## src/rtl/memory_scheduler_if.sv

```systemverilog
// Bus bundle for memory_scheduler: packet sources, read request, SRAM command
// interface and address-counter handshakes.
// Optional DROP_COUNT signal present when MEMSCHED_DROP_COUNT_EN is defined.
interface memory_scheduler_if #(
  parameter int NUM_CH     = 2,
  parameter int PKT_WIDTH  = 80,
  parameter int WORD_WIDTH = 16,
  parameter int ADDR_WIDTH = 18
);
  logic [NUM_CH*PKT_WIDTH-1:0] CH_DATA;
  logic [NUM_CH-1:0]           CH_VALID;
  logic                        READ_CMD;
  logic                        SRAM_STATUS;
  logic [ADDR_WIDTH-1:0]       WRITE_ADDRESS;
  logic                        WRITE_CHIP_SELECT;
  logic [ADDR_WIDTH-1:0]       READ_ADDRESS;
  logic                        READ_CHIP_SELECT;
  logic [1:0]                  CMD_OUT;
  logic [ADDR_WIDTH-1:0]       ADDRESS_OUT;
  logic                        CHIP_SELECT;
  logic [WORD_WIDTH-1:0]       DATA_OUT;
  logic                        NEXT_WRITE;
  logic                        NEXT_READ;
  logic                        DROP;
  logic                        TIMEOUT_ERR;
`ifdef MEMSCHED_DROP_COUNT_EN
  logic [7:0]                  DROP_COUNT;
`endif

  // Environment side: sources, counters and SRAM status drive the scheduler.
  modport master (
    output CH_DATA, CH_VALID, READ_CMD, SRAM_STATUS,
    output WRITE_ADDRESS, WRITE_CHIP_SELECT, READ_ADDRESS, READ_CHIP_SELECT,
    input  CMD_OUT, ADDRESS_OUT, CHIP_SELECT, DATA_OUT,
    input  NEXT_WRITE, NEXT_READ, DROP, TIMEOUT_ERR
`ifdef MEMSCHED_DROP_COUNT_EN
    , input DROP_COUNT
`endif
  );

  // Scheduler side.
  modport slave (
    input  CH_DATA, CH_VALID, READ_CMD, SRAM_STATUS,
    input  WRITE_ADDRESS, WRITE_CHIP_SELECT, READ_ADDRESS, READ_CHIP_SELECT,
    output CMD_OUT, ADDRESS_OUT, CHIP_SELECT, DATA_OUT,
    output NEXT_WRITE, NEXT_READ, DROP, TIMEOUT_ERR
`ifdef MEMSCHED_DROP_COUNT_EN
    , output DROP_COUNT
`endif
  );
endinterface

```

## src/rtl/memory_scheduler.sv

```systemverilog
// memory_scheduler: queues packet writes from NUM_CH sources and read requests
// in arrival order, then sequences them onto the SRAM interface one word-sized
// command at a time (least-significant word first).
// Optional feature: MEMSCHED_DROP_COUNT_EN adds an 8-bit saturating DROP_COUNT.
module memory_scheduler #(
  parameter int NUM_CH       = 2,
  parameter int PKT_WIDTH    = 80,
  parameter int WORD_WIDTH   = 16,
  parameter int ADDR_WIDTH   = 18,
  parameter int QUEUE_DEPTH  = 4,
  parameter int BUSY_TIMEOUT = 15
) (
  input logic          CLK_48MHZ,
  input logic          RESET,
  memory_scheduler_if.slave bus
);

  localparam int WORDS = PKT_WIDTH / WORD_WIDTH;
  localparam int WC_W  = $clog2(WORDS) + 1;
  localparam int CH_W  = (NUM_CH > 1) ? $clog2(NUM_CH) : 1;
  localparam int PTR_W = (QUEUE_DEPTH > 1) ? $clog2(QUEUE_DEPTH) : 1;
  localparam int CNT_W = $clog2(QUEUE_DEPTH + 1);
  localparam int TMR_W = $clog2(BUSY_TIMEOUT + 1);

  typedef enum logic [1:0] {IDLE, ISSUE, WAIT_BUSY, WAIT_DONE} state_t;

  // Queue pointer advance, wrapping modulo QUEUE_DEPTH (depth need not be a power of two).
  function automatic logic [PTR_W-1:0] ptr_add(input logic [PTR_W-1:0] p, input logic [CNT_W-1:0] n);
    int unsigned s;
    s = (int'(p) + int'(n)) % QUEUE_DEPTH;
    return PTR_W'(s);
  endfunction

  // Capture state
  logic [PKT_WIDTH-1:0] pkt_buf_r [NUM_CH];
  logic [NUM_CH-1:0]    pend_r;
  logic                 rd_pend_r;
  logic                 read_cmd_q_r;
  logic                 drop_r;

  // Operation queue: each entry is a read flag plus a source channel
  logic                 q_rd_r [QUEUE_DEPTH];
  logic [CH_W-1:0]      q_ch_r [QUEUE_DEPTH];
  logic [PTR_W-1:0]     wr_ptr_r;
  logic [PTR_W-1:0]     rd_ptr_r;
  logic [CNT_W-1:0]     q_cnt_r;

  // Sequencer state
  state_t               state_r;
  logic                 cur_rd_r;
  logic [CH_W-1:0]      cur_ch_r;
  logic [PKT_WIDTH-1:0] shift_r;
  logic [WC_W-1:0]      word_cnt_r;
  logic [TMR_W-1:0]     timer_r;
  logic [1:0]           cmd_r;
  logic [ADDR_WIDTH-1:0] addr_r;
  logic                 cs_r;
  logic [WORD_WIDTH-1:0] data_r;
  logic                 next_wr_r;
  logic                 next_rd_r;
  logic                 timeout_r;

  // Combinational request decode
  logic [NUM_CH-1:0]    push_wr_s;
  logic [PTR_W-1:0]     slot_s [NUM_CH];
  logic                 push_rd_s;
  logic [PTR_W-1:0]     slot_rd_s;
  logic [CNT_W-1:0]     push_cnt_s;
  logic                 drop_s;
  logic                 read_rise_s;

  // Combinational completion decode
  logic                 head_rd_s;
  logic [CH_W-1:0]      head_ch_s;
  logic                 addr_match_s;
  logic                 catchup_s;
  logic                 done_s;
  logic [WC_W-1:0]      word_next_s;
  logic                 last_word_s;
  logic                 pop_s;
  logic                 clr_rd_s;
  logic                 clr_wr_s;

  // Accept or drop new requests; same-cycle pushes land in order ch0..chN-1, then read.
  always_comb begin
    push_cnt_s  = '0;
    drop_s      = 1'b0;
    push_wr_s   = '0;
    read_rise_s = bus.READ_CMD & ~read_cmd_q_r;
    for (int i = 0; i < NUM_CH; i++) begin
      slot_s[i] = wr_ptr_r;
      if (bus.CH_VALID[i]) begin
        if (!pend_r[i]) begin
          push_wr_s[i] = 1'b1;
          slot_s[i]    = ptr_add(wr_ptr_r, push_cnt_s);
          push_cnt_s   = push_cnt_s + CNT_W'(1);
        end else begin
          drop_s = 1'b1;
        end
      end else begin
        push_wr_s[i] = 1'b0;
      end
    end
    push_rd_s = 1'b0;
    slot_rd_s = ptr_add(wr_ptr_r, push_cnt_s);
    if (read_rise_s) begin
      if (!rd_pend_r) begin
        push_rd_s  = 1'b1;
        push_cnt_s = push_cnt_s + CNT_W'(1);
      end else begin
        drop_s = 1'b1;
      end
    end else begin
      push_rd_s = 1'b0;
    end
  end

  // Decide when the head operation retires and which pending flag it releases.
  always_comb begin
    head_rd_s    = q_rd_r[rd_ptr_r];
    head_ch_s    = q_ch_r[rd_ptr_r];
    addr_match_s = (bus.READ_ADDRESS == bus.WRITE_ADDRESS) &&
                   (bus.READ_CHIP_SELECT == bus.WRITE_CHIP_SELECT);
    catchup_s    = (state_r == IDLE) && (q_cnt_r != '0) && head_rd_s && addr_match_s;
    done_s       = (state_r == WAIT_DONE) && !bus.SRAM_STATUS;
    word_next_s  = word_cnt_r + WC_W'(1);
    if (cur_rd_r) begin
      last_word_s = 1'b1;
    end else begin
      last_word_s = (word_next_s == WC_W'(WORDS));
    end
    pop_s    = catchup_s | (done_s & last_word_s);
    clr_rd_s = catchup_s | (done_s & cur_rd_r);
    clr_wr_s = done_s & ~cur_rd_r & last_word_s;
  end

  // Operation queue storage and pointers.
  always_ff @(posedge CLK_48MHZ or posedge RESET) begin
    if (RESET) begin
      for (int k = 0; k < QUEUE_DEPTH; k++) begin
        q_rd_r[k] <= 1'b0;
        q_ch_r[k] <= '0;
      end
      wr_ptr_r <= '0;
      rd_ptr_r <= '0;
      q_cnt_r  <= '0;
    end else begin
      for (int i = 0; i < NUM_CH; i++) begin
        if (push_wr_s[i]) begin
          q_rd_r[slot_s[i]] <= 1'b0;
          q_ch_r[slot_s[i]] <= CH_W'(i);
        end
      end
      if (push_rd_s) begin
        q_rd_r[slot_rd_s] <= 1'b1;
        q_ch_r[slot_rd_s] <= '0;
      end
      wr_ptr_r <= ptr_add(wr_ptr_r, push_cnt_s);
      rd_ptr_r <= pop_s ? ptr_add(rd_ptr_r, CNT_W'(1)) : rd_ptr_r;
      q_cnt_r  <= q_cnt_r + push_cnt_s - CNT_W'(pop_s);
    end
  end

  // Packet buffers, pending flags, read-edge detect and the DROP pulse.
  always_ff @(posedge CLK_48MHZ or posedge RESET) begin
    if (RESET) begin
      for (int i = 0; i < NUM_CH; i++) begin
        pkt_buf_r[i] <= '0;
      end
      pend_r       <= '0;
      rd_pend_r    <= 1'b0;
      read_cmd_q_r <= 1'b0;
      drop_r       <= 1'b0;
    end else begin
      for (int i = 0; i < NUM_CH; i++) begin
        if (push_wr_s[i]) begin
          pend_r[i]    <= 1'b1;
          pkt_buf_r[i] <= bus.CH_DATA[i*PKT_WIDTH +: PKT_WIDTH];
        end else if (clr_wr_s && (cur_ch_r == CH_W'(i))) begin
          pend_r[i] <= 1'b0;
        end
      end
      if (push_rd_s) begin
        rd_pend_r <= 1'b1;
      end else if (clr_rd_s) begin
        rd_pend_r <= 1'b0;
      end
      read_cmd_q_r <= bus.READ_CMD;
      drop_r       <= drop_s;
    end
  end

  // Command sequencer: issue each word, wait for busy then idle, retry on busy timeout.
  always_ff @(posedge CLK_48MHZ or posedge RESET) begin
    if (RESET) begin
      state_r    <= IDLE;
      cur_rd_r   <= 1'b0;
      cur_ch_r   <= '0;
      shift_r    <= '0;
      word_cnt_r <= '0;
      timer_r    <= '0;
      cmd_r      <= 2'b00;
      addr_r     <= '0;
      cs_r       <= 1'b0;
      data_r     <= '0;
      next_wr_r  <= 1'b0;
      next_rd_r  <= 1'b0;
      timeout_r  <= 1'b0;
    end else begin
      next_wr_r <= 1'b0;
      next_rd_r <= 1'b0;
      case (state_r)
        IDLE: begin
          if (q_cnt_r != '0) begin
            cur_rd_r <= head_rd_s;
            cur_ch_r <= head_ch_s;
            if (head_rd_s) begin
              // Reads that have caught up with writes retire silently.
              state_r <= addr_match_s ? IDLE : ISSUE;
            end else begin
              shift_r    <= pkt_buf_r[head_ch_s];
              word_cnt_r <= '0;
              state_r    <= ISSUE;
            end
          end
        end
        ISSUE: begin
          if (!bus.SRAM_STATUS) begin
            timer_r <= '0;
            state_r <= WAIT_BUSY;
            if (cur_rd_r) begin
              cmd_r  <= 2'b01;
              addr_r <= bus.READ_ADDRESS;
              cs_r   <= bus.READ_CHIP_SELECT;
            end else begin
              cmd_r  <= 2'b10;
              addr_r <= bus.WRITE_ADDRESS;
              cs_r   <= bus.WRITE_CHIP_SELECT;
              data_r <= shift_r[WORD_WIDTH-1:0];
            end
          end
        end
        WAIT_BUSY: begin
          if (bus.SRAM_STATUS) begin
            cmd_r   <= 2'b00;
            state_r <= WAIT_DONE;
          end else if (timer_r == TMR_W'(BUSY_TIMEOUT - 1)) begin
            cmd_r     <= 2'b00;
            timeout_r <= 1'b1;
            state_r   <= ISSUE;
          end else begin
            timer_r <= timer_r + TMR_W'(1);
          end
        end
        WAIT_DONE: begin
          if (!bus.SRAM_STATUS) begin
            if (cur_rd_r) begin
              next_rd_r <= 1'b1;
              state_r   <= IDLE;
            end else begin
              next_wr_r  <= 1'b1;
              shift_r    <= shift_r >> WORD_WIDTH;
              word_cnt_r <= word_next_s;
              state_r    <= last_word_s ? IDLE : ISSUE;
            end
          end
        end
        default: begin
          state_r <= IDLE;
          cmd_r   <= 2'b00;
        end
      endcase
    end
  end

`ifdef MEMSCHED_DROP_COUNT_EN
  logic [7:0] drop_cnt_r;

  // Saturating count of discarded requests.
  always_ff @(posedge CLK_48MHZ or posedge RESET) begin
    if (RESET) begin
      drop_cnt_r <= 8'd0;
    end else if (drop_s && (drop_cnt_r != 8'd255)) begin
      drop_cnt_r <= drop_cnt_r + 8'd1;
    end
  end

  assign bus.DROP_COUNT = drop_cnt_r;
`endif

  assign bus.CMD_OUT     = cmd_r;
  assign bus.ADDRESS_OUT = addr_r;
  assign bus.CHIP_SELECT = cs_r;
  assign bus.DATA_OUT    = data_r;
  assign bus.NEXT_WRITE  = next_wr_r;
  assign bus.NEXT_READ   = next_rd_r;
  assign bus.DROP        = drop_r;
  assign bus.TIMEOUT_ERR = timeout_r;

endmodule

```

## src/flat_wrapper.sv

```systemverilog
// flat-port wrapper written by rule: the top's interface ports become plain ports
module memory_scheduler_flat 
#(
  parameter int NUM_CH       = 2,
  parameter int PKT_WIDTH    = 80,
  parameter int WORD_WIDTH   = 16,
  parameter int ADDR_WIDTH   = 18,
  parameter int QUEUE_DEPTH  = 4,
  parameter int BUSY_TIMEOUT = 15
)
  (CLK_48MHZ, RESET, bus_CH_DATA, bus_CH_VALID, bus_READ_CMD, bus_SRAM_STATUS, bus_WRITE_ADDRESS, bus_WRITE_CHIP_SELECT, bus_READ_ADDRESS, bus_READ_CHIP_SELECT, bus_CMD_OUT, bus_ADDRESS_OUT, bus_CHIP_SELECT, bus_DATA_OUT, bus_NEXT_WRITE, bus_NEXT_READ, bus_DROP, bus_TIMEOUT_ERR);
  memory_scheduler_if #(.NUM_CH(NUM_CH), .PKT_WIDTH(PKT_WIDTH), .WORD_WIDTH(WORD_WIDTH), .ADDR_WIDTH(ADDR_WIDTH)) bus_i ();
  input logic CLK_48MHZ;
  input logic RESET;
  input wire logic [$bits(bus_i.CH_DATA)-1:0] bus_CH_DATA;
  input wire logic [$bits(bus_i.CH_VALID)-1:0] bus_CH_VALID;
  input wire logic [$bits(bus_i.READ_CMD)-1:0] bus_READ_CMD;
  input wire logic [$bits(bus_i.SRAM_STATUS)-1:0] bus_SRAM_STATUS;
  input wire logic [$bits(bus_i.WRITE_ADDRESS)-1:0] bus_WRITE_ADDRESS;
  input wire logic [$bits(bus_i.WRITE_CHIP_SELECT)-1:0] bus_WRITE_CHIP_SELECT;
  input wire logic [$bits(bus_i.READ_ADDRESS)-1:0] bus_READ_ADDRESS;
  input wire logic [$bits(bus_i.READ_CHIP_SELECT)-1:0] bus_READ_CHIP_SELECT;
  output wire logic [$bits(bus_i.CMD_OUT)-1:0] bus_CMD_OUT;
  output wire logic [$bits(bus_i.ADDRESS_OUT)-1:0] bus_ADDRESS_OUT;
  output wire logic [$bits(bus_i.CHIP_SELECT)-1:0] bus_CHIP_SELECT;
  output wire logic [$bits(bus_i.DATA_OUT)-1:0] bus_DATA_OUT;
  output wire logic [$bits(bus_i.NEXT_WRITE)-1:0] bus_NEXT_WRITE;
  output wire logic [$bits(bus_i.NEXT_READ)-1:0] bus_NEXT_READ;
  output wire logic [$bits(bus_i.DROP)-1:0] bus_DROP;
  output wire logic [$bits(bus_i.TIMEOUT_ERR)-1:0] bus_TIMEOUT_ERR;
  assign bus_i.CH_DATA = bus_CH_DATA;
  assign bus_i.CH_VALID = bus_CH_VALID;
  assign bus_i.READ_CMD = bus_READ_CMD;
  assign bus_i.SRAM_STATUS = bus_SRAM_STATUS;
  assign bus_i.WRITE_ADDRESS = bus_WRITE_ADDRESS;
  assign bus_i.WRITE_CHIP_SELECT = bus_WRITE_CHIP_SELECT;
  assign bus_i.READ_ADDRESS = bus_READ_ADDRESS;
  assign bus_i.READ_CHIP_SELECT = bus_READ_CHIP_SELECT;
  assign bus_CMD_OUT = bus_i.CMD_OUT;
  assign bus_ADDRESS_OUT = bus_i.ADDRESS_OUT;
  assign bus_CHIP_SELECT = bus_i.CHIP_SELECT;
  assign bus_DATA_OUT = bus_i.DATA_OUT;
  assign bus_NEXT_WRITE = bus_i.NEXT_WRITE;
  assign bus_NEXT_READ = bus_i.NEXT_READ;
  assign bus_DROP = bus_i.DROP;
  assign bus_TIMEOUT_ERR = bus_i.TIMEOUT_ERR;
  memory_scheduler #(.NUM_CH(NUM_CH), .PKT_WIDTH(PKT_WIDTH), .WORD_WIDTH(WORD_WIDTH), .ADDR_WIDTH(ADDR_WIDTH), .QUEUE_DEPTH(QUEUE_DEPTH), .BUSY_TIMEOUT(BUSY_TIMEOUT)) u_core (.CLK_48MHZ(CLK_48MHZ), .RESET(RESET), .bus(bus_i));
endmodule
```

## config.mk

```make
export PLATFORM = sky130hd
export DESIGN_NAME = memory_scheduler_flat
export DESIGN_NICKNAME = d
export VERILOG_FILES = /design/src/rtl/memory_scheduler_if.sv /design/src/rtl/memory_scheduler.sv /design/src/flat_wrapper.sv
export SDC_FILE = /design/constraint.sdc
export NUM_CORES = 1
export LEC_CHECK = 0
export BUFFER_PORTS_ARGS = -buffer_cell sky130_fd_sc_hd__buf_2
export CAP_MARGIN = 20
export CORE_AREA = 2 2 189 172
export CTS_BUF_LIST = sky130_fd_sc_hd__clkbuf_4 sky130_fd_sc_hd__clkbuf_8
export DETAILED_ROUTE_END_ITERATION = 10
export DIE_AREA = 0 0 191 174
export PLACE_DENSITY = 0.66
export SYNTH_ARGS = -nofsm -noshare
export SYNTH_HDL_FRONTEND = slang
export SYNTH_SLANG_ARGS = --single-unit
```

## constraint.sdc

```tcl
create_clock -name CLK_48MHZ -period 12.4 [get_ports CLK_48MHZ]
set_input_delay 2.48 -clock CLK_48MHZ [delete_from_list [all_inputs] [get_ports CLK_48MHZ]]
set_output_delay 2.48 -clock CLK_48MHZ [all_outputs]
set_load 0.02 [all_outputs]
```

---- Word-level counts from Yosys, hierarchy flattened ----
Cells that the tools add are included.
word-level totals
  register bits after elaboration ......... 312
  input port bits ......................... 204
  logic and storage cells ................. 200
operators by class
  $add $sub $neg .......................... 10
  $lt $le $gt $ge ......................... 8
  eq/ne operators ......................... 15
  mux-type cells .......................... 85
  bitwise logic cells ..................... 25
  reduce and logical (&&, ||, !) cells .... 26
operator list
  kind                                                         number
  2-to-1 mux 80 bit                                            7
  case mux 80 bit (2 select lines)                             1
  2-to-1 mux 4 bit                                             13
  2-to-1 mux 1 bit                                             37
  2-to-1 mux 2 bit                                             13
  == test 18 bit                                               1
  2-to-1 mux 18 bit                                            1
  AND 4 bit                                                    4
  case mux 4 bit (2 select lines)                              2
  inequality test 2 bit (second input constant)                7
  greater-or-equal comparator 3 bit (second input constant)    4
  2-to-1 mux 3 bit                                             4
  inverter 2 -> 3 bit                                          4
  inverter 4 bit                                               3
  logical AND 1 bit                                            10
  nonzero test 2 bit                                           5
  less-than comparator 3 x 1 -> 1 bit (second input constant)  3
  AND reduction 3 bit                                          3
  adder 4 x 1 -> 4 bit (second input constant)                 2
  OR 4 bit                                                     2
  case mux 2 bit (4 select lines)                              1
  AND reduction 4 bit                                          2
  adder 2 bit                                                  3
  demux 1 bit (select 2 bit)                                   3
  other kinds (23)                                             34

---- Longest topological paths before layout ----
Gate-level depths: netlist of run 1.
  depth in word-level cells ............... 15
  mapped depth ............................ 14
  mapped depth without buffers ............ 14

---- Worst setup path after synthesis of run 1 ----
No wires, ideal clock.
  path type ............................... input -> register
  from .................................... input port bus_CH_VALID[0]
  to ...................................... register u_core.q_cnt_r[2]
  arrival ................................. 5.232 ns
  slack ................................... 7.045 ns
  cell stages on the path ................. 14
  path buffers ............................ 2
  cell sequence ........................... nand2b_1 > inv_1 > clkbuf_1 > clkbuf_1 > ha_1 > nand2_1 > o21ai_0 > ha_1 > a21oi_1 > ha_1 > fa_1 > xor2_1 > xnor2_1 > xnor2_1
on the way
  cells in the longest elaborated chain, start to end .. 9
ends and longest elaborated chain
  element                        RTL line                 text
  start: declaration             flat_wrapper.sv:16       input wire logic [$bits(bus_i.CH_VALID)-1:0] bus_CH_VALID;
  2-to-1 mux 1 bit (*)           memory_scheduler.sv:92   if (bus.CH_VALID[i]) begin
  adder 1 x 1 -> 2 bit           memory_scheduler.sv:96   push_cnt_s = push_cnt_s + CNT_W'(1);
  2-to-1 mux 3 bit               memory_scheduler.sv:93   if (!pend_r[i]) begin
  2-to-1 mux 3 bit (*)           memory_scheduler.sv:92
  adder 3 x 1 -> 3 bit           memory_scheduler.sv:109  push_cnt_s = push_cnt_s + CNT_W'(1);
  2-to-1 mux 3 bit               memory_scheduler.sv:107  if (!rd_pend_r) begin
  2-to-1 mux 3 bit (*)           memory_scheduler.sv:106  if (read_rise_s) begin
  adder 3 bit (*)                memory_scheduler.sv:160  q_cnt_r <= q_cnt_r + push_cnt_s - CNT_W'(pop_s);
  subtractor 3 x 1 -> 3 bit (*)  memory_scheduler.sv:160
  end signal: assignment         memory_scheduler.sv:160
  end: declaration               memory_scheduler.sv:46   logic [CNT_W-1:0] q_cnt_r;
Every way passes the cells marked *; elsewhere a longest branch is shown, timed or not.
A chain may end at the register's enable or synchronous reset.

---- Worst setup path after layout of run 1 ----
Same ends and word-level chain as after synthesis.

==> flow_summary.yaml, run 1 <==
route:
  wl_per_cell_um: 15.36
  vias: 10791
  drc_errors: 0
  drtPass1Iterations: 4
  ant_nets: 0
  wl_um: 33630
  viasPerCell: 4.930
  drtIter0Drc: 726
clock_tree:
  clk_latency_ps: 570
  clock-sinks: 312
  cts_tree: "yes"
  htree_num_levels: 2
  clk_path_buf_depth: 3
  ctsResizeCount: 0
  cts_setup_buffers: 0
  clkTransAtPathRegs_ps: 60
  cts_made_buffers: 52
  postCtsHoldBufs: 0
  cts-root-buf: "clkbuf_8"
placed_design:
  dp_worst_setup_slack_ps: 6454
  dp_hpwl_um: 22860
  gp_congestion: 0.7755
  port_buffers: 244
  dpl.cell_count: 2094
synthesis:
  synth.largest_area_cell: "dfrtp_1"
  synth_area_leaders: "dfrtp_1 (56%), nand2_1 (18%), mux2i_1 (7.1%), o21ai_0 (4.5%), clkbuf_1 (1.5%)"
  muxShareOfSynthArea: 0.08884
  yosys_warnings: 0
  synthCells: 1513
  synth.avg_cell_area_um2: 9.216
  synthSimpleGateAreaFrac: 0.2035
  synth.distinct_cells: 45
  synth-adder-area-share: 0.01220
  syn_area_mm2: 0.01394
  ys.flop_type: "dfrtp_1"
  yosys.area_share.xor_xnor: 0.02136
  synth-compound-area-share: 0.07834
  synth_edf_count: 0
  synth_top_area_frac: 0.5599
  synth_seq_cells: 312
  synth_seq_area_share: 0.5599
  async_flop_share: 1.000
  synth_top_family_by_area: "simple AND/OR/NAND/NOR gates"
  synth_nets: 1730
floorplan:
  num_rows: 62
  start_util: 0.4438
  die_w_um: 191
  dieArea_mm2: 0.03323
  ios: 245
  fp.coreArea_mm2: 0.03142
  die_y_um: 174
sta:
  rsz0062_at_grt: "false"
  post-route-period-util: 0.4308
  slew_viol_final: 0
  setup_tns_ps: 0
  relSlewSlack: 0.3234
  worst_slew_pin_slew_ps: 1013
  finalSetupViolCount: 0
  fin_skew_ps: 23.74
  fmax_ghz: 0.1872
  period_needed_ps: 5342
  finalHoldViolCount: 0
  setup_slack_ps: 7058
power_and_ir_drop:
  ir_drop_uv: 123.7
  power.total_uw: 3986
  cellPowerDensity_mw_per_mm2: 241.1
  leakagePower_uw: 0.008554
critical_path:
  rrSetupSlack_ps: 8640
  crit_fanout: 84
  critPathCapture: "u_core.q_cnt_r[2]$_DFF_PP0_"
  arrival_ps: 5830
  worstPathRequired_ps: 12890
  worstSetupStartpoint: "bus_CH_VALID[0]"
  cp-start-kind: "input port"
  worst_r2r_path_depth: 12
  crit_path_end_kind: "flip-flop"
  reg2reg_from: "u_core.pend_r[0]$_DFFE_PP0P_"
  rr_endpoint: "u_core.q_cnt_r[2]$_DFF_PP0_"
  path_class: "input port to flip-flop"
final_layout:
  drive_above_1_share: 0.2143
  fill_cells: 2989
  nets: 1950
  regArea_mm2: 0.007807
  final_cells: 2189
  antenna_cells: 0
  multi_input_area_mm2: 0.005678
  syn2layout_area_growth_pct: 18.57
global_routing:
  grt_pass1_vias: 10884
  grt_pass1_wl_um: 54950
  grt_max_degree: 93
  grt.overflow.total: 0
  track_usage: 0.2058
  antenna_found_initial: 1
outcome:
  outcome: "complete, no violations"
worst_hold_path:
  min-delay-path-class: "flip-flop to flip-flop"
flow_run:
  timing.max_cap.violations: 0
where the power goes:
group,internal (uW),switching [uW]
Combinational,524,846
Clock,555,406
Sequential,1420,234
worst min path at each step:
| stage | end | from | cells after the start | slack, ps |
|---|---|---|---|---|
| final | u_core.bus.TIMEOUT_ERR$_DFFE_PP0P_ | u_core.bus.TIMEOUT_ERR$_DFFE_PP0P_ | 1 | 450 |
| after global routing | u_core.bus.TIMEOUT_ERR$_DFFE_PP0P_ | u_core.bus.TIMEOUT_ERR$_DFFE_PP0P_ | 1 | 480 |
| after CTS | u_core.bus.TIMEOUT_ERR$_DFFE_PP0P_ | u_core.bus.TIMEOUT_ERR$_DFFE_PP0P_ | 1 | 460 |
| after detailed placement | u_core.bus.TIMEOUT_ERR$_DFFE_PP0P_ | u_core.bus.TIMEOUT_ERR$_DFFE_PP0P_ | 1 | 440 |
| after global placement | u_core.bus.TIMEOUT_ERR$_DFFE_PP0P_ | u_core.bus.TIMEOUT_ERR$_DFFE_PP0P_ | 1 | 440 |
| after floorplan | u_core.shift_r[64]$_DFFE_PP0P_ | u_core.shift_r[64]$_DFFE_PP0P_ | 2 | 440 |
area by class of cell:
class,count,area share
repair buffers,255,0.08007
well taps,416,0.03148
clock buffers,88,0.06645
inverters,16,0.004163
flip-flops and latches,312,0.4723
multi-input cells,1096,0.3435
clock inverters,6,0.002119
cell usage in the layout (no fill, tap or decap), drive strengths merged, types with 15 or more instances in the layout:
cell,count
buf,255
clkbuf,88
dfrtp,312
inv,15
mux2,18
mux2i,99
nand2,670
nor2,19
o21ai,159
o31ai,16
xnor2,18
xor2,16
through the flow:
| stage | hold WS [ps] | instance area, um2 | util |
|---|---|---|---|
| floorplan | 442.5 | 13940 | - |
| global placement | 436.0 | 15370 | 0.4892 |
| detailed placement | 442.7 | 15370 | 0.4892 |
| CTS | 456.3 | 16500 | 0.5253 |
| global route | 476.0 | 16530 | 0.5262 |
| finish | 452.8 | 16530 | 0.5262 |
critical path, stage by stage:
cell	delay [ps]
buf_2	130
nand2b_4	710
clkinv_2	160
ha_1	330
nand2_1	50
o21ai_0	160
ha_1	360
a21oi_1	230
ha_1	300
fa_1	440
xor2_1	170
xnor2_1	170
xnor2_1	130
kinds of logic (layout without fill, tap and decap cells):
kind of cell,Yosys count,count (layout)
adder cells (fa/ha/maj),13,13
AO/OA/AOI/OAI,200,200
AND/OR/NAND/NOR,730,730
multiplexers,119,119
buffers and inverters,105,365
flip-flops,312,312
XOR/XNOR,34,34
synthesized netlist by cell type (2+ instances only):
cell and number:
nand2_1 670, buf_6 9, and2_1 2, xnor2_1 18, o21ai_0 124, and3_1 2
inv_1 16, nor4_1 2, ha_1 12, nand4_1 6, xor2_1 16, or3_1 4
dfrtp_1 312, mux2i_1 99, a31oi_1 2, buf_4 7, nor2_1 18, a21o_1 2
o21ai_1 35, mux2_2 18, a21oi_1 9, mux4_2 2, o31ai_1 16, a31o_2 3
buf_2 8, a22o_1 2, nand3b_1 2, buf_1 7, nand3_1 7, nor3_1 5
nand2b_1 6, o221ai_1 2, clkbuf_1 57, nor2b_1 2
per-layer routing:
metal / up-vias / global-route usage / part of all wire
li1: 5364 / - / -
met1: 5088 / 0.2929 / 0.47
met2: 286 / 0.3293 / 0.47
met3: 51 / 0.03432 / 0.051
met4: 2 / 0.04942 / 0.016
met5: - / 0 / 0.00054
sequential cells by signal, indices dropped and copies added, names as in the netlist, 4 cells and up:
signal                  flops
u_core.bus.DATA_OUT        16
u_core.timer_r              4
u_core.pkt_buf_r          160
u_core.bus.ADDRESS_OUT     18
u_core.shift_r             80
u_core.q_ch_r               4
u_core.word_cnt_r           4
u_core.q_rd_r               4
Note: power is estimated with default switching activity, not from simulation.
==> inputs of run 2 (changes only) <==
--- a/config.mk
+++ b/config.mk
@@ -11,7 +11,7 @@
 export CTS_BUF_LIST = sky130_fd_sc_hd__clkbuf_4 sky130_fd_sc_hd__clkbuf_8
 export DETAILED_ROUTE_END_ITERATION = 10
 export DIE_AREA = 0 0 191 174
-export PLACE_DENSITY = 0.66
+export PLACE_DENSITY = 0.69
 export SYNTH_ARGS = -nofsm -noshare
 export SYNTH_HDL_FRONTEND = slang
 export SYNTH_SLANG_ARGS = --single-unit
==> constraint.sdc (replaced) <==
create_clock -name CLK_48MHZ -period 4.5 [get_ports CLK_48MHZ]
set_input_delay 0.9 -clock CLK_48MHZ [delete_from_list [all_inputs] [get_ports CLK_48MHZ]]
set_output_delay 0.9 -clock CLK_48MHZ [all_outputs]
set_load 0.02 [all_outputs]
==> flow_summary.yaml, run 2 (synthesized netlist as in run 1, its figures left out) <==
floorplan:
  die_w_um: 191
  fp.coreArea_mm2: 0.03142
  die_y_um: 174
  num_rows: 62
  start_util: 0.4438
  ios: 245
  dieArea_mm2: 0.03323
critical_path:
  crit_path_end_kind: "flip-flop"
  rrSetupSlack_ps: 1330
  worstSetupStartpoint: "bus_READ_ADDRESS[10]"
  arrival_ps: 3680
  cp-start-kind: "input port"
  reg2reg_from: "u_core.state_r[1]$_DFFE_PP0P_"
  worstPathRequired_ps: 4990
  path_class: "input port to flip-flop"
  crit_fanout: 4
final_layout:
  multi_input_area_mm2: 0.005673
  largest_reg_flops: 160
  syn2layout_area_growth_pct: 19.44
  fill_cells: 3010
  post-route-util: 0.5301
  fin_area_mm2: 0.01665
  nets: 1954
  final_cell_mix: "nand2_1 (668), dfrtp_1 (312), buf_2 (244)"
  antenna_cells: 0
  regArea_mm2: 0.007807
  max_flop_register: "u_core.pkt_buf_r"
  drive_above_1_share: 0.2161
  final_common_cell: "nand2_1"
global_routing:
  grt.overflow.total: 0
  grt_pass1_vias: 10881
  grt_max_degree: 127
  grt_pass1_wl_um: 55680
  antenna_found_initial: 0
  track_usage: 0.2091
power_and_ir_drop:
  leakagePower_uw: 0.008600
  ir_drop_uv: 314.9
  cellPowerDensity_mw_per_mm2: 665.7
placed_design:
  dp_hpwl_um: 23110
  postPlaceCellArea_mm2: 0.01547
  port_buffers: 244
  gp_congestion: 0.7960
sta:
  finalSetupViolCount: 0
  slew_viol_final: 0
  rsz0062_at_grt: "false"
  fin_skew_ps: 15.96
  worst_slew_pin_slew_ps: 1026
  fmax_ghz: 0.3136
  post-route-period-util: 0.7087
  finalHoldViolCount: 0
  period_needed_ps: 3189
  holdWs_ps: 357.5
  relSlewSlack: 0.3134
outcome:
  outcome: "complete, no violations"
clock_tree:
  cts_tree: "yes"
  clk_latency_ps: 570
  cts_setup_buffers: 0
  clkTransAtPathRegs_ps: 60
  ctsResizeCount: 0
  clk_path_buf_depth: 3
  htree_num_levels: 2
  clock-sinks: 312
  cts_made_buffers: 53
  postCtsHoldBufs: 0
  cts-root-buf: "clkbuf_8"
route:
  drtIter0Drc: 587
  wl_um: 34160
  drc_errors: 0
  viasPerCell: 4.953
  vias: 10863
  wl_per_cell_um: 15.58
  ant_nets: 0
  drtPass1Iterations: 5
worst_hold_path:
  min-delay-path-class: "input port to async pin"
flow_run:
  timing.max_cap.violations: 0
run 2: per-layer routing:
layer	share of wire	track usage
met4	0.024	0.06266
met5	0	0
met3	0.047	0.03069
met1	0.46	0.2912
met2	0.47	0.3392
run 2: where the power goes:
| group | internal (uW) | switching (uW) |
|---|---|---|
| sequential | 3910 | 653 |
| clock | 1580 | 1110 |
| combinational | 1470 | 2350 |
run 2: path summary, 6_finish.rpt:
check,cells after the start,to
worst min register to register,1,u_core.bus.TIMEOUT_ERR$_DFFE_PP0P_
min in group CLK_48MHZ,1,u_core.bus.TIMEOUT_ERR$_DFFE_PP0P_
worst min-delay path,2,u_core.rd_ptr_r[0]$_DFFE_PP0N_
max in group asynchronous,3,u_core.shift_r[55]$_DFFE_PP0P_
worst max-delay path,13,u_core.q_cnt_r[2]$_DFF_PP0_
worst max register to register,12,u_core.q_cnt_r[2]$_DFF_PP0_
run 2: cell type report:
cell class	count	share of cell area
Sequential cell	312	0.4688
Multi-Input combinational cell	1096	0.3406
Timing Repair Buffer	258	0.08565
Clock buffer	86	0.06544
Tap cell	416	0.03125
Clock inverter	9	0.004358
Inverter	16	0.003832
run 2: through the flow:
| step | std cells | power [uW] | worst slack, ps | setup TNS, ps |
|---|---|---|---|---|
| after floorplan | 1513 | 7373 | -554.9 | -173130 |
| after global placement | 2097 | 8363 | 798.0 | 0 |
| after detailed placement | 2097 | 8492 | 755.8 | 0 |
| after CTS | 2192 | 11230 | 1346 | 0 |
| after global routing | 2193 | 11970 | 1117 | 0 |
| final | 2193 | 11090 | 1311 | 0 |
run 2: worst max-delay path: stages:
cell and delay [ps]:
buf_2 110, xnor2_1 240, nand4_1 140, or4_1 640
o21ai_1 270, ha_1 270, inv_1 60, ha_1 140
inv_1 50, fa_1 360, xor2_1 160, xnor2_1 200
xnor2_1 140
==> inputs of run 3 (changes only) <==
--- a/config.mk
+++ b/config.mk
@@ -11,7 +11,7 @@
 export CTS_BUF_LIST = sky130_fd_sc_hd__clkbuf_4 sky130_fd_sc_hd__clkbuf_8
 export DETAILED_ROUTE_END_ITERATION = 10
 export DIE_AREA = 0 0 191 174
-export PLACE_DENSITY = 0.69
+export PLACE_DENSITY = 0.66
 export SYNTH_ARGS = -nofsm -noshare
 export SYNTH_HDL_FRONTEND = slang
 export SYNTH_SLANG_ARGS = --single-unit
==> constraint.sdc (replaced) <==
create_clock -name CLK_48MHZ -period 3.2 [get_ports CLK_48MHZ]
set_input_delay 0.64 -clock CLK_48MHZ [delete_from_list [all_inputs] [get_ports CLK_48MHZ]]
set_output_delay 0.64 -clock CLK_48MHZ [all_outputs]
set_load 0.02 [all_outputs]
==> flow_summary.yaml, run 3 (synthesized netlist as in run 1, its figures left out) <==
critical_path:
  crit_top_cell: "ha_1"
  cp-start-kind: "flip-flop"
  crit_fanout: 7
  critPathMaxStageDelay_ps: 440
  path_class: "flip-flop to flip-flop"
  crit_chain: "ha_1, a31o_2, o21ai_0, o21ai_1, ha_1, inv_1, ha_1, inv_1, fa_1, xor2_1, xnor2_1, xnor2_1"
  worstPathRequired_ps: 3690
  arrival_ps: 3490
  crit_path_end_kind: "flip-flop"
  cp_slowest_cell: "dfrtp_1"
global_routing:
  grt_pass1_wl_um: 56030
  track_usage: 0.2097
  grt_pass1_vias: 11071
  grt.overflow.total: 0
  antenna_found_initial: 0
  grt_max_degree: 93
clock_tree:
  ctsResizeCount: 0
  cts_tree: "yes"
  clk_latency_ps: 570
  cts_made_buffers: 53
  clk_path_buf_depth: 3
  cts-root-buf: "clkbuf_8"
  clkTransAtPathRegs_ps: 60
  htree_num_levels: 2
  postCtsHoldBufs: 0
  clock-sinks: 312
  cts_setup_buffers: 0
route:
  drtPass1Iterations: 5
  wl_per_cell_um: 15.44
  wl_um: 34040
  viasPerCell: 4.942
  vias: 10893
  drtIter0Drc: 577
  ant_nets: 0
  drc_errors: 0
sta:
  period_needed_ps: 3000
  worst_slew_pin_slew_ps: 991.7
  fmax_ghz: 0.3333
  rsz0062_at_grt: "false"
  fin_skew_ps: 25.52
  finalSetupViolCount: 0
  relSlewSlack: 0.3388
  post-route-period-util: 0.9376
  finalHoldViolCount: 0
  slew_viol_final: 0
final_layout:
  final_cell_mix: "nand2_1 (668), dfrtp_1 (312), buf_2 (244)"
  largest_reg_flops: 160
  regArea_mm2: 0.007807
  multi_input_area_mm2: 0.005682
  post-route-util: 0.5315
  drive_above_1_share: 0.2215
  antenna_cells: 0
  syn2layout_area_growth_pct: 19.76
  final_common_cell: "nand2_1"
  fill_cells: 2991
  max_flop_register: "u_core.pkt_buf_r"
  nets: 1968
  fin_area_mm2: 0.01670
power_and_ir_drop:
  leakagePower_uw: 0.008643
  cellPowerDensity_mw_per_mm2: 930.1
  ir_drop_uv: 462.8
placed_design:
  dp_hpwl_um: 23450
  port_buffers: 244
  gp_congestion: 0.8204
  postPlaceCellArea_mm2: 0.01559
floorplan:
  die_y_um: 174
  dieArea_mm2: 0.03323
  start_util: 0.4438
  num_rows: 62
  fp.coreArea_mm2: 0.03142
  die_w_um: 191
  ios: 245
outcome:
  outcome: "complete, no violations"
flow_run:
  timing.max_cap.violations: 0
worst_hold_path:
  min-delay-path-class: "input port to async pin"
-- run 3: cell types whose count changed in the layout (fill, tap and decap cells not counted), sizes merged --
cell	change
inv	-1
clkbuf	-2
buf	+14
-- run 3: final cells by class --
type	count	share of cell area
inverter	16	0.003896
timing repair buffer	272	0.09096
clock inverter	8	0.004046
clock buffer	84	0.06212
tap	416	0.03117
sequential	312	0.4676
multi-input combinational	1096	0.3403
-- run 3: worst paths after layout --
kind                                              startpoint                                  to  slack (ps)  cells past startpoint
min                                                    RESET  u_core.bus.DATA_OUT[4]$_DFFE_PP0P_          90                      2
min reg2reg                u_core.pkt_buf_r[147]$_DFFE_PP0P_   u_core.pkt_buf_r[147]$_DFFE_PP0P_         470                      2
min in group CLK_48MHZ                          bus_READ_CMD       u_core.read_cmd_q_r$_DFF_PP0_         200                      1
max reg2reg                 u_core.word_cnt_r[0]$_DFFE_PP0P_         u_core.q_cnt_r[2]$_DFF_PP0_         200                     12
max                         u_core.word_cnt_r[0]$_DFFE_PP0P_         u_core.q_cnt_r[2]$_DFF_PP0_         200                     12
max in group asynchronous                              RESET    u_core.pkt_buf_r[58]$_DFFE_PP0P_        2250                      3
-- run 3: metrics by stage --
stage / setup TNS (ps) / instances / total power (uW) / hold WS [ps] / setup slack [ps]
floorplan: -497610 / 1513 / 10370 / 442.5 / -1595
global placement: -166.5 / 2112 / 11840 / 436.6 / -166.5
detailed placement: -211.8 / 2112 / 12000 / 460.6 / -211.8
CTS: 0 / 2204 / 15740 / 60.33 / 212.6
global route: 0 / 2204 / 16770 / 97.65 / 44.58
finish: 0 / 2204 / 15530 / 89.84 / 199.5
-- run 3: layer usage --
layer | share of wire | vias up | track usage
li1 | - | 5404 | -
met1 | 0.46 | 5154 | 0.2951
met2 | 0.47 | 272 | 0.3409
met3 | 0.050 | 63 | 0.02867
met4 | 0.023 | 0 | 0.05685
met5 | 0 | - | 0
-- run 3: worst max-delay path: cells and delay by family (launching register included) --
| family | cells | cell delay, ps |
|---|---|---|
| adders and majority gates | 4 | 1120 |
| AOI/OAI and AO/OA | 3 | 760 |
| xor gates and xnor gates | 3 | 500 |
| DFF | 1 | 440 |
| buffers and inverters | 2 | 110 |
-- run 3: report_power, final --
part / internal, uW / total, uW / switching [uW]
combinational: 2120 / 5470 / 3350
clock: 2120 / 3670 / 1550
sequential: 5500 / 6380 / 878
